<file path="src/rtl/s3g_pkg.sv">
`default_nettype none
// ----------------------------------------------------------------------------
// s3g_pkg : shared constants, framer state encoding and CRC-8 byte update
// Rev 1.0
// ----------------------------------------------------------------------------
package s3g_pkg;

   localparam logic [7:0] START_BYTE = 8'hD5;
   localparam logic [7:0] CRC_POLY   = 8'h8C;

   typedef enum logic [2:0] {
      ST_IDLE    = 3'd0,
      ST_LEN     = 3'd1,
      ST_PAYLOAD = 3'd2,
      ST_CRC     = 3'd3,
      ST_HOLD    = 3'd4
   } fr_state_t;

   // Maxim CRC-8, reflected form: LSB-first shift, no final XOR
   function automatic logic [7:0] crc8_byte(input logic [7:0] crc, input logic [7:0] data);
      logic [7:0] c;
      c = crc ^ data;
      for (int i = 0; i < 8; i++) begin
         c = c[0] ? ((c >> 1) ^ CRC_POLY) : (c >> 1);
      end
      return c;
   endfunction

endpackage
`default_nettype wire

</file>
<file path="src/rtl/s3g_rx_chan.sv">
`default_nettype none
// ----------------------------------------------------------------------------
// s3g_rx_chan : one channel's framer, payload buffer and inter-byte timeout
// Rev 1.0
// ----------------------------------------------------------------------------
module s3g_rx_chan
   import s3g_pkg::*;
#(
   parameter int MAX_LEN        = 32,
   parameter int TIMEOUT_CYCLES = 50000,
   parameter int LEN_W          = 5
) (
   input  logic             clk,
   input  logic             rst,
   input  logic [7:0]       i_rx_byte,
   input  logic             i_rx_done,
   input  logic             i_take,
   input  logic [LEN_W-1:0] i_rd_addr,
   output logic             o_hold,
   output logic [7:0]       o_len,
   output logic [7:0]       o_buf0,
   output logic [7:0]       o_rd_byte,
   output logic             o_len_err,
   output logic             o_timeout,
   output logic             o_crc_err,
   output logic             o_hold_drop
);

   localparam int              TO_W      = $clog2(TIMEOUT_CYCLES + 1);
   localparam logic [TO_W-1:0] c_to_last = TO_W'(TIMEOUT_CYCLES - 1);
   localparam logic [7:0]      c_max_len = 8'(MAX_LEN);

   fr_state_t       r_state, w_next;
   logic [7:0]      r_len, r_cnt, r_crc;
   logic [TO_W-1:0] r_idle;
   logic [7:0]      r_mem [MAX_LEN];
   logic            w_wr, w_active, w_to;

   assign w_active = (r_state == ST_LEN) || (r_state == ST_PAYLOAD) || (r_state == ST_CRC);
   assign w_to     = w_active && !i_rx_done && (r_idle == c_to_last);

   always_ff @(posedge clk or posedge rst) begin
      if (rst) r_state <= ST_IDLE;
      else     r_state <= w_next;
   end

   always_comb begin
      w_next      = r_state;
      w_wr        = 1'b0;
      o_len_err   = 1'b0;
      o_timeout   = w_to;
      o_crc_err   = 1'b0;
      o_hold_drop = 1'b0;
      case (r_state)
         ST_IDLE: if (i_rx_done && i_rx_byte == START_BYTE) w_next = ST_LEN;
         ST_LEN: if (i_rx_done) begin
            if (i_rx_byte == 8'd0 || i_rx_byte > c_max_len) begin
               w_next    = ST_IDLE;
               o_len_err = 1'b1;
            end else begin
               w_next = ST_PAYLOAD;
            end
         end
         ST_PAYLOAD: if (i_rx_done) begin
            w_wr = 1'b1;
            if (r_cnt == r_len - 8'd1) w_next = ST_CRC;
         end
         ST_CRC: if (i_rx_done) begin
            if (i_rx_byte == r_crc) begin
               w_next = ST_HOLD;
            end else begin
               w_next    = ST_IDLE;
               o_crc_err = 1'b1;
            end
         end
         ST_HOLD: begin
            o_hold_drop = i_rx_done;
            if (i_take) w_next = ST_IDLE;
         end
         default: w_next = ST_IDLE;
      endcase
      if (w_to) w_next = ST_IDLE;
   end

   // Idle counter only runs while a frame is open; any byte restarts it
   always_ff @(posedge clk or posedge rst) begin
      if (rst) begin
         r_len  <= '0;
         r_cnt  <= '0;
         r_crc  <= '0;
         r_idle <= '0;
      end else begin
         if (!w_active || i_rx_done) r_idle <= '0;
         else                        r_idle <= r_idle + 1'b1;
         if (r_state == ST_LEN && i_rx_done) begin
            r_len <= i_rx_byte;
            r_cnt <= '0;
            r_crc <= '0;
         end
         if (w_wr) begin
            r_cnt <= r_cnt + 8'd1;
            r_crc <= crc8_byte(r_crc, i_rx_byte);
         end
      end
   end

   always_ff @(posedge clk) begin
      if (w_wr) r_mem[r_cnt[LEN_W-1:0]] <= i_rx_byte;
   end

   assign o_hold    = (r_state == ST_HOLD);
   assign o_len     = r_len;
   assign o_buf0    = r_mem[0];
   assign o_rd_byte = r_mem[i_rd_addr];

endmodule
`default_nettype wire

</file>
<file path="src/rtl/s3g_rx_multi.sv">
`default_nettype none
// ----------------------------------------------------------------------------
// s3g_rx_multi : multi-channel packet receiver with round-robin output arbiter
// Rev 1.0
// ----------------------------------------------------------------------------
module s3g_rx_multi
   import s3g_pkg::*;
#(
   parameter  int NUM_CH         = 2,
   parameter  int MAX_LEN        = 32,
   parameter  int TIMEOUT_CYCLES = 50000,
   localparam int CH_W           = (NUM_CH > 1) ? $clog2(NUM_CH) : 1,
   localparam int LEN_W          = (MAX_LEN > 1) ? $clog2(MAX_LEN) : 1
) (
   input  logic                clk,
   input  logic                rst,
   input  logic [8*NUM_CH-1:0] rx_data,
   input  logic [NUM_CH-1:0]   rx_done,
   output logic                pkt_valid,
   input  logic                pkt_ready,
   output logic [CH_W-1:0]     pkt_ch,
   output logic [7:0]          pkt_len,
   output logic [7:0]          buf0,
   input  logic [LEN_W-1:0]    rd_addr,
   output logic [7:0]          rd_data,
   output logic [15:0]         crc_err_cnt,
   output logic [15:0]         drop_cnt
);

   logic [NUM_CH-1:0] w_hold, w_take, w_len_err, w_timeout, w_crc_err, w_hold_drop;
   logic [7:0]        w_len [NUM_CH];
   logic [7:0]        w_buf0 [NUM_CH];
   logic [7:0]        w_rd_byte [NUM_CH];
   logic              r_valid, w_found, w_grant;
   logic [CH_W-1:0]   r_ch, r_ptr, w_gnt_ch, w_sel;
   logic [7:0]        r_len, r_buf0, r_rd_data;
   logic [15:0]       r_crc_cnt, r_drop_cnt;
   logic [2:0]        w_crc_n, w_drop_n;

   function automatic logic [15:0] sat_add(input logic [15:0] a, input logic [2:0] b);
      logic [16:0] s;
      s = {1'b0, a} + {14'd0, b};
      return s[16] ? 16'hFFFF : s[15:0];
   endfunction

   generate
      for (genvar n = 0; n < NUM_CH; n++) begin : g_chan
         assign w_take[n] = r_valid && pkt_ready && (r_ch == CH_W'(n));
         s3g_rx_chan #(
            .MAX_LEN        (MAX_LEN),
            .TIMEOUT_CYCLES (TIMEOUT_CYCLES),
            .LEN_W          (LEN_W)
         ) u_chan (
            .clk         (clk),
            .rst         (rst),
            .i_rx_byte   (rx_data[8*n +: 8]),
            .i_rx_done   (rx_done[n]),
            .i_take      (w_take[n]),
            .i_rd_addr   (rd_addr),
            .o_hold      (w_hold[n]),
            .o_len       (w_len[n]),
            .o_buf0      (w_buf0[n]),
            .o_rd_byte   (w_rd_byte[n]),
            .o_len_err   (w_len_err[n]),
            .o_timeout   (w_timeout[n]),
            .o_crc_err   (w_crc_err[n]),
            .o_hold_drop (w_hold_drop[n])
         );
      end
   endgenerate

   // Scan backwards so the first holder at or after r_ptr wins
   always_comb begin
      w_found  = 1'b0;
      w_gnt_ch = '0;
      for (int i = NUM_CH - 1; i >= 0; i--) begin
         if (w_hold[CH_W'((int'(r_ptr) + i) % NUM_CH)]) begin
            w_found  = 1'b1;
            w_gnt_ch = CH_W'((int'(r_ptr) + i) % NUM_CH);
         end
      end
   end

   assign w_grant = !r_valid && w_found;
   assign w_sel   = w_grant ? w_gnt_ch : r_ch;

   // Drop sources within one channel are mutually exclusive, so OR then add
   always_comb begin
      w_crc_n  = '0;
      w_drop_n = '0;
      for (int n = 0; n < NUM_CH; n++) begin
         w_crc_n  = w_crc_n + {2'b00, w_crc_err[n]};
         w_drop_n = w_drop_n + {2'b00, w_len_err[n] | w_timeout[n] | w_hold_drop[n]};
      end
   end

   always_ff @(posedge clk or posedge rst) begin
      if (rst) begin
         r_valid    <= 1'b0;
         r_ch       <= '0;
         r_ptr      <= '0;
         r_len      <= '0;
         r_buf0     <= '0;
         r_rd_data  <= '0;
         r_crc_cnt  <= '0;
         r_drop_cnt <= '0;
      end else begin
         r_rd_data <= w_rd_byte[w_sel];
         if (w_grant) begin
            r_valid <= 1'b1;
            r_ch    <= w_gnt_ch;
            r_ptr   <= (w_gnt_ch == CH_W'(NUM_CH - 1)) ? '0 : w_gnt_ch + 1'b1;
            r_len   <= w_len[w_gnt_ch];
            r_buf0  <= w_buf0[w_gnt_ch];
         end else if (r_valid && pkt_ready) begin
            r_valid <= 1'b0;
         end
         r_crc_cnt  <= sat_add(r_crc_cnt, w_crc_n);
         r_drop_cnt <= sat_add(r_drop_cnt, w_drop_n);
      end
   end

   assign pkt_valid   = r_valid;
   assign pkt_ch      = r_ch;
   assign pkt_len     = r_len;
   assign buf0        = r_buf0;
   assign rd_data     = r_rd_data;
   assign crc_err_cnt = r_crc_cnt;
   assign drop_cnt    = r_drop_cnt;

endmodule
`default_nettype wire

</file>
<file path="config.mk">
export PLATFORM = sky130hd
export DESIGN_NAME = s3g_rx_multi
export DESIGN_NICKNAME = d
export VERILOG_FILES = /design/src/rtl/s3g_pkg.sv /design/src/rtl/s3g_rx_chan.sv /design/src/rtl/s3g_rx_multi.sv
export SDC_FILE = /design/constraint.sdc
export NUM_CORES = 1
export LEC_CHECK = 0
export ABC_CLOCK_PERIOD_IN_PS = 5950
export BUFFER_PORTS_ARGS = -buffer_cell sky130_fd_sc_hd__buf_2
export CAP_MARGIN = 20
export CORE_AREA = 5 5 351 250
export CTS_BUF_LIST = sky130_fd_sc_hd__clkbuf_2 sky130_fd_sc_hd__clkbuf_4 sky130_fd_sc_hd__clkbuf_8
export DETAILED_ROUTE_END_ITERATION = 10
export DIE_AREA = 0 0 356 255
export GPL_TIMING_DRIVEN = 0
export PLACE_DENSITY_LB_ADDON = 0.05
export RECOVER_POWER = 50
export SLEW_MARGIN = 20
export SYNTH_ARGS = -nofsm -noshare
export SYNTH_HDL_FRONTEND = slang
export SYNTH_HIERARCHICAL = 1
export SYNTH_SLANG_ARGS = --single-unit
export TNS_END_PERCENT = 5
</file>
<file path="constraint.sdc">
create_clock -name clk -period 5.95 [get_ports clk]
set_input_delay 1.19 -clock clk [delete_from_list [all_inputs] [get_ports clk]]
set_output_delay 1.19 -clock clk [all_outputs]
set_load 0.02 [all_outputs]
</file>
==> impl_results.md, run 1 <==
- Dpl cells: 2,847
- # setup viols final: 0
- Ports: 84
- Slew margin rel.: -95.0%
- CTS Buffer Depth: 3
- Max Cap Viol: 9
- Total leakage power: 10.8 nW
- Worst skew pair latency: 730 ps
- Clock root buffer: clkbuf_8
- Die width: 356 um
- Die Y: 255 um
- Core area: 83,700 um^2
- Initial antenna violation count: 12
- CTS resizes: 0
- Ratio of cells with drive above 1 in the final layout: 24.4%
- Largest net degree at the start of global routing: 48
- Die footprint: 90,800 um^2
- Final hold vios: 0
- Remaining Overflow, GRT: 0
- VDD IR max: 0.150 mV
- Initial core utilization: 32.8%
- RSZ-0062 raised after global routing: false
- Finished Layout Cells: 3,054
- Wire length per cell: 24.1 um
- Worst setup SP type: primary input
- Hold Path Class: reg -> reg
- Kind of critical path: in -> reg
- Hold-fix buffers, CTS: 0
- Clock sinks: 657
- Final setup TNS: 0 ps
- Avg Vias per Cell: 4.95
- Outcome: finished, violations left
- Syn avg cell area: 16.8 um^2
- Global-route wire length before repair: 106,000 um
- Synth Net Count: 1,671
- Mapped Area: 27,400 um^2
- Layout Nets: 1,865
- P&R area growth vs syn: 14.7%
- CP max FO: 37
- Pre-antenna DRT Iters: 5
- Vias in the first global route: 15,245
- TritonCTS buffer count: 111
- DR iter-0 viols: 1,231
- Final Core Density: 37.6%
- Failing checks: max-capacitance violations, max-slew violations
- Final WS setup: 1020 ps
- Worst Tran Pin Value: 2920 ps
- Achievable Freq: 203 MHz
- Port Buffers: 78
- Minimum clock period: 4930 ps
- Row count: 89
- Setup bufs post-CTS: 0
- DRC viols: 0
- GPL Wtd Cong: 0.756
- Setup crit end kind: flop
- Routed wire length: 73,500 um
- PwrDens: 332 nW/um^2
- Syn Inst Count: 1,629
- Fin. max-slew vios: 334
- Antenna Nets Post-Route: 0
- Skew final: 31.2 ps
- DP HPWL: 48,800 um
- Via count: 15,129
- Final period util: 82.9%
- Clk slew on worst S/H paths: 60 ps
- DP Worst Slack: 812 ps
- YS warnings: 6
- Critical Path RT: 6550 ps
- Arrival @ worst endpoint: 5530 ps
- All-layer global routing usage: 16.2%
- # H-tree levels: 3
- CTS tree: built
power breakdown:
part | internal, mW | total (mW) | switching [mW]
clock network | 2.20 | 4.06 | 1.86
logic | 0.464 | 1.16 | 0.691
registers | 5.08 | 5.24 | 0.153
metal layers:
layer	wire length, um	share of wire (%)	vias up	track usage [%]
met1	38300	52	7889	26.2
met3	5230	7.1	105	4.43
met5	13	0.018	-	0
li1	-	-	6706	-
met2	28500	39	427	21.2
met4	1380	1.9	2	3.63
placed cells by master, fill, tap and decap left out, types with 13 or more instances in the layout:
cell type,count
buf_2,76
buf_4,13
clkbuf_1,50
clkbuf_4,38
clkbuf_8,115
clkinv_1,33
clkinv_2,13
dfrtp_1,145
edfxtp_1,512
ha_1,14
inv_1,33
mux2_2,27
mux2i_1,21
mux4_2,160
nand2_1,140
nand3_1,36
nand4_1,19
nor2_1,129
nor3_1,19
o21ai_0,54
xnor2_1,69
xor2_1,40
flip-flops by register name, summed over array words and instances, names as in the netlist:
| name | cells |
|---|---|
| g_chan.u_chan/r_mem | 512 |
| g_chan.u_chan/r_idle | 32 |
| crc_err_cnt | 16 |
| drop_cnt | 16 |
| g_chan.u_chan/o_len | 16 |
| g_chan.u_chan/r_cnt | 16 |
| g_chan.u_chan/r_crc | 16 |
| buf0 | 8 |
| pkt_len | 8 |
| rd_data | 8 |
| g_chan.u_chan/r_state | 6 |
| pkt_ch | 1 |
| pkt_valid | 1 |
| r_ptr | 1 |
per-stage QoR:
step	hold slack (ps)	power [mW]	area (um^2)
6_report	486	10.5	31500
5_1_grt	510	10.9	31500
4_1_cts	314	10.6	31500
3_5_place_dp	472	6.50	29300
3_3_place_gp	468	6.48	29200
2_1_floorplan	448	6.08	27400
worst max-delay path: stages:
cell and delay, ps:
clkbuf_1 1380, xnor2_1 310, nand2_1 100, nor4_1 550
nor2_1 130, inv_1 350, fa_1 290, inv_1 70
ha_1 200, nand3_1 220, nor2_2 110, nand4_1 240
buf_2 270, nand2_1 90
layout make-up:
class	count	area (um^2)
flip-flops and latches	657	19000
multi-input cells	865	7960
diodes	1	2.50
repair buffers	81	392
clock buffers	153	1870
well taps	1137	1420
inverters	34	129
clock inverters	53	339
fillers	7923	52300
plain buffers	73	353
final timing paths:
check | start | end | slack (ps) | cells past startpoint
min in group asynchronous | rst | pkt_len[2] | 530 | 2
worst min register to register | g_chan[0].u_chan/r_idle[0] | g_chan[0].u_chan/r_idle[0] | 490 | 1
max in group asynchronous | rst | crc_err_cnt[13] | 2280 | 3
worst min-delay path | g_chan[0].u_chan/r_idle[0] | g_chan[0].u_chan/r_idle[0] | 490 | 1
worst max-delay path | rx_data[6] | crc_err_cnt[10] | 1020 | 14
worst max register to register | g_chan[0].u_chan/r_state[1] | drop_cnt[8] | 1800 | 14
No activity file was read; power rests on OpenSTA's default activity.
==> run 2, diff against run 1 <==
- ABC_CLOCK_PERIOD_IN_PS: 5950 -> 4600
- clock period: 5.95 -> 4.6 ns (I/O delays scaled with it)
==> run 2 against run 1 <==
The flow still finishes with violations (max-capacitance violations, max-slew violations). First-iteration DRC count shrank 2.4%. Sequential power rose by 29%. Sequential cell count did not move. Utilization barely moved. Wire length down 0.10%. Register-to-register slack worse by 1100 ps. Clock power is 29% higher. Largest power group unchanged.
==> impl_results.md, run 2 (synthesis results as in run 1) <==
- All-layer global routing usage: 16.2%
- Global-route wire length before repair: 106,000 um
- TritonCTS buffer count: 111
- Clock root buffer: clkbuf_8
- Top delay family on crit path: simple AND/OR/NAND/NOR gates
- Pre-antenna DRT Iters: 6
- VDD IR max: 0.194 mV
- Worst Path Buf+Inv: 3
- Clock sinks: 657
- Setup bufs post-CTS: 0
- Critical Path RT: 5190 ps
- Layout Nets: 1,865
- P&R area growth vs syn: 14.8%
- DRC viols: 0
- Wire length per cell: 24.0 um
- Worst path cell trace: buf_2 -> or4_1 -> o21a_1 -> nor4_1 -> nor2_1 -> nor3_2 -> fa_1 -> inv_1 -> ha_1 -> nand2_1 -> nor2_2 -> nand3_1 -> buf_2 -> nand2_1
- Routed wire length: 73,400 um
- Layout fillers: 7,921
- Avg Vias per Cell: 4.95
- Most frequent cells in the layout: edfxtp_1 (512), mux4_2 (160), dfrtp_1 (145)
- Largest register FFs: 512
- Commonest non-fill, non-tap cell in the layout: edfxtp_1
- CTS resizes: 0
- Total leakage power: 10.9 nW
- DP HPWL: 48,800 um
- Hold Path Class: in -> async
- DR iter-0 viols: 1,201
- Fin. max-slew vios: 109
- Clk slew on worst S/H paths: 60 ps
- # setup viols final: 0
- CTS tree: built
- GPL Wtd Cong: 0.756
- Final period util: 89.5%
- Kind of critical path: in -> reg
- Remaining Overflow, GRT: 0
- CTS Buffer Depth: 3
- # H-tree levels: 3
- Dpl cells: 2,847
- Row count: 89
- Initial core utilization: 32.8%
- Design Power: 13.5 mW
- Minimum clock period: 4120 ps
- Outcome: finished, violations left
- Critical-path top delay cell: nor3_2
- Skew final: 30.9 ps
- Vias in the first global route: 15,245
- CP max FO: 36
- CP peak stage delay: 680 ps
- Achievable Freq: 243 MHz
- Antenna Nets Post-Route: 0
- Hold-fix buffers, CTS: 0
- Via count: 15,122
- Die width: 356 um
- Die footprint: 90,800 um^2
- RSZ-0062 raised after global routing: false
- Setup crit end kind: flop
- Port Buffers: 78
- Worst Tran Pin Value: 2920 ps
- Worst skew pair latency: 730 ps
- Initial antenna violation count: 13
- Failing checks: max-capacitance violations, max-slew violations
- Worst setup SP type: primary input
- Ratio of cells with drive above 1 in the final layout: 24.8%
- Final hold vios: 0
- Ports: 84
- Arrival @ worst endpoint: 4710 ps
- PwrDens: 429 nW/um^2
- Core area: 83,700 um^2
- Slew margin rel.: -94.3%
- Largest net degree at the start of global routing: 48
- Die Y: 255 um
- Finished Layout Cells: 3,054
- Max Cap Viol: 3
- Final Core Density: 37.6%
-- run 2: report_power, final --
| part | internal [mW] | switching, mW |
|---|---|---|
| sequential | 6.57 | 0.198 |
| combinational | 0.602 | 0.894 |
| clock | 2.85 | 2.40 |
| total | 10.0 | 3.49 |
-- run 2: area by class of cell --
cell class	instances	area (um^2)	area share, %
Tap cell	1137	1420	4.52
Sequential cell	657	19000	60.4
Clock inverter	53	339	1.08
Multi-Input combinational cell	865	7960	25.3
Buffer	73	354	1.12
Inverter	34	129	0.409
Timing Repair Buffer	81	400	1.27
Antenna cell	1	2.50	0.00795
Clock buffer	153	1870	5.93
-- run 2: routing by layer --
layer | global-route usage [%] | up-vias | share of wire [%]
met3 | 4.43 | 108 | 7.3
li1 | - | 6705 | -
met1 | 26.2 | 7871 | 52
met2 | 21.2 | 434 | 39
met4 | 3.63 | 4 | 1.9
met5 | 0 | - | 0.030
-- run 2: worst reg2reg max path: stages (launching register included) --
cell and delay (ps):
dfrtp_1 320, buf_2 180, nor2_1 120, or3_1 320
clkbuf_1 210, nor4_1 820, nor3_2 320, fa_1 490
inv_1 80, ha_1 200, nand2_1 130, nor2_2 170
nand3_1 190, buf_2 250, nand2_1 80
-- run 2: stage by stage --
step | area, um^2 | hold slack (ps) | worst slack, ps | setup TNS, ps
after global placement | 29200 | 468 | -706 | -11250
after floorplan | 27400 | 448 | 1030 | 0
after global routing | 31500 | 241 | 280 | 0
after CTS | 31500 | 44.3 | 532 | 0
final | 31500 | 252 | 481 | 0
after detailed placement | 29300 | 472 | -268 | -3650
-- run 2: path summary, 6_finish.rpt --
path | slack [ps] | cells past startpoint | from | endpoint
setup / recovery | 480 | 14 | rx_data[2] | drop_cnt[8]
hold / removal | 250 | 2 | rst | pkt_len[2]
setup reg to reg | 660 | 14 | g_chan[0].u_chan/r_state[1] | drop_cnt[8]
hold reg to reg | 490 | 1 | g_chan[0].u_chan/r_idle[0] | g_chan[0].u_chan/r_idle[0]
max in group asynchronous | 1220 | 3 | rst | crc_err_cnt[13]
min in group clk | 490 | 1 | g_chan[0].u_chan/r_idle[0] | g_chan[0].u_chan/r_idle[0]
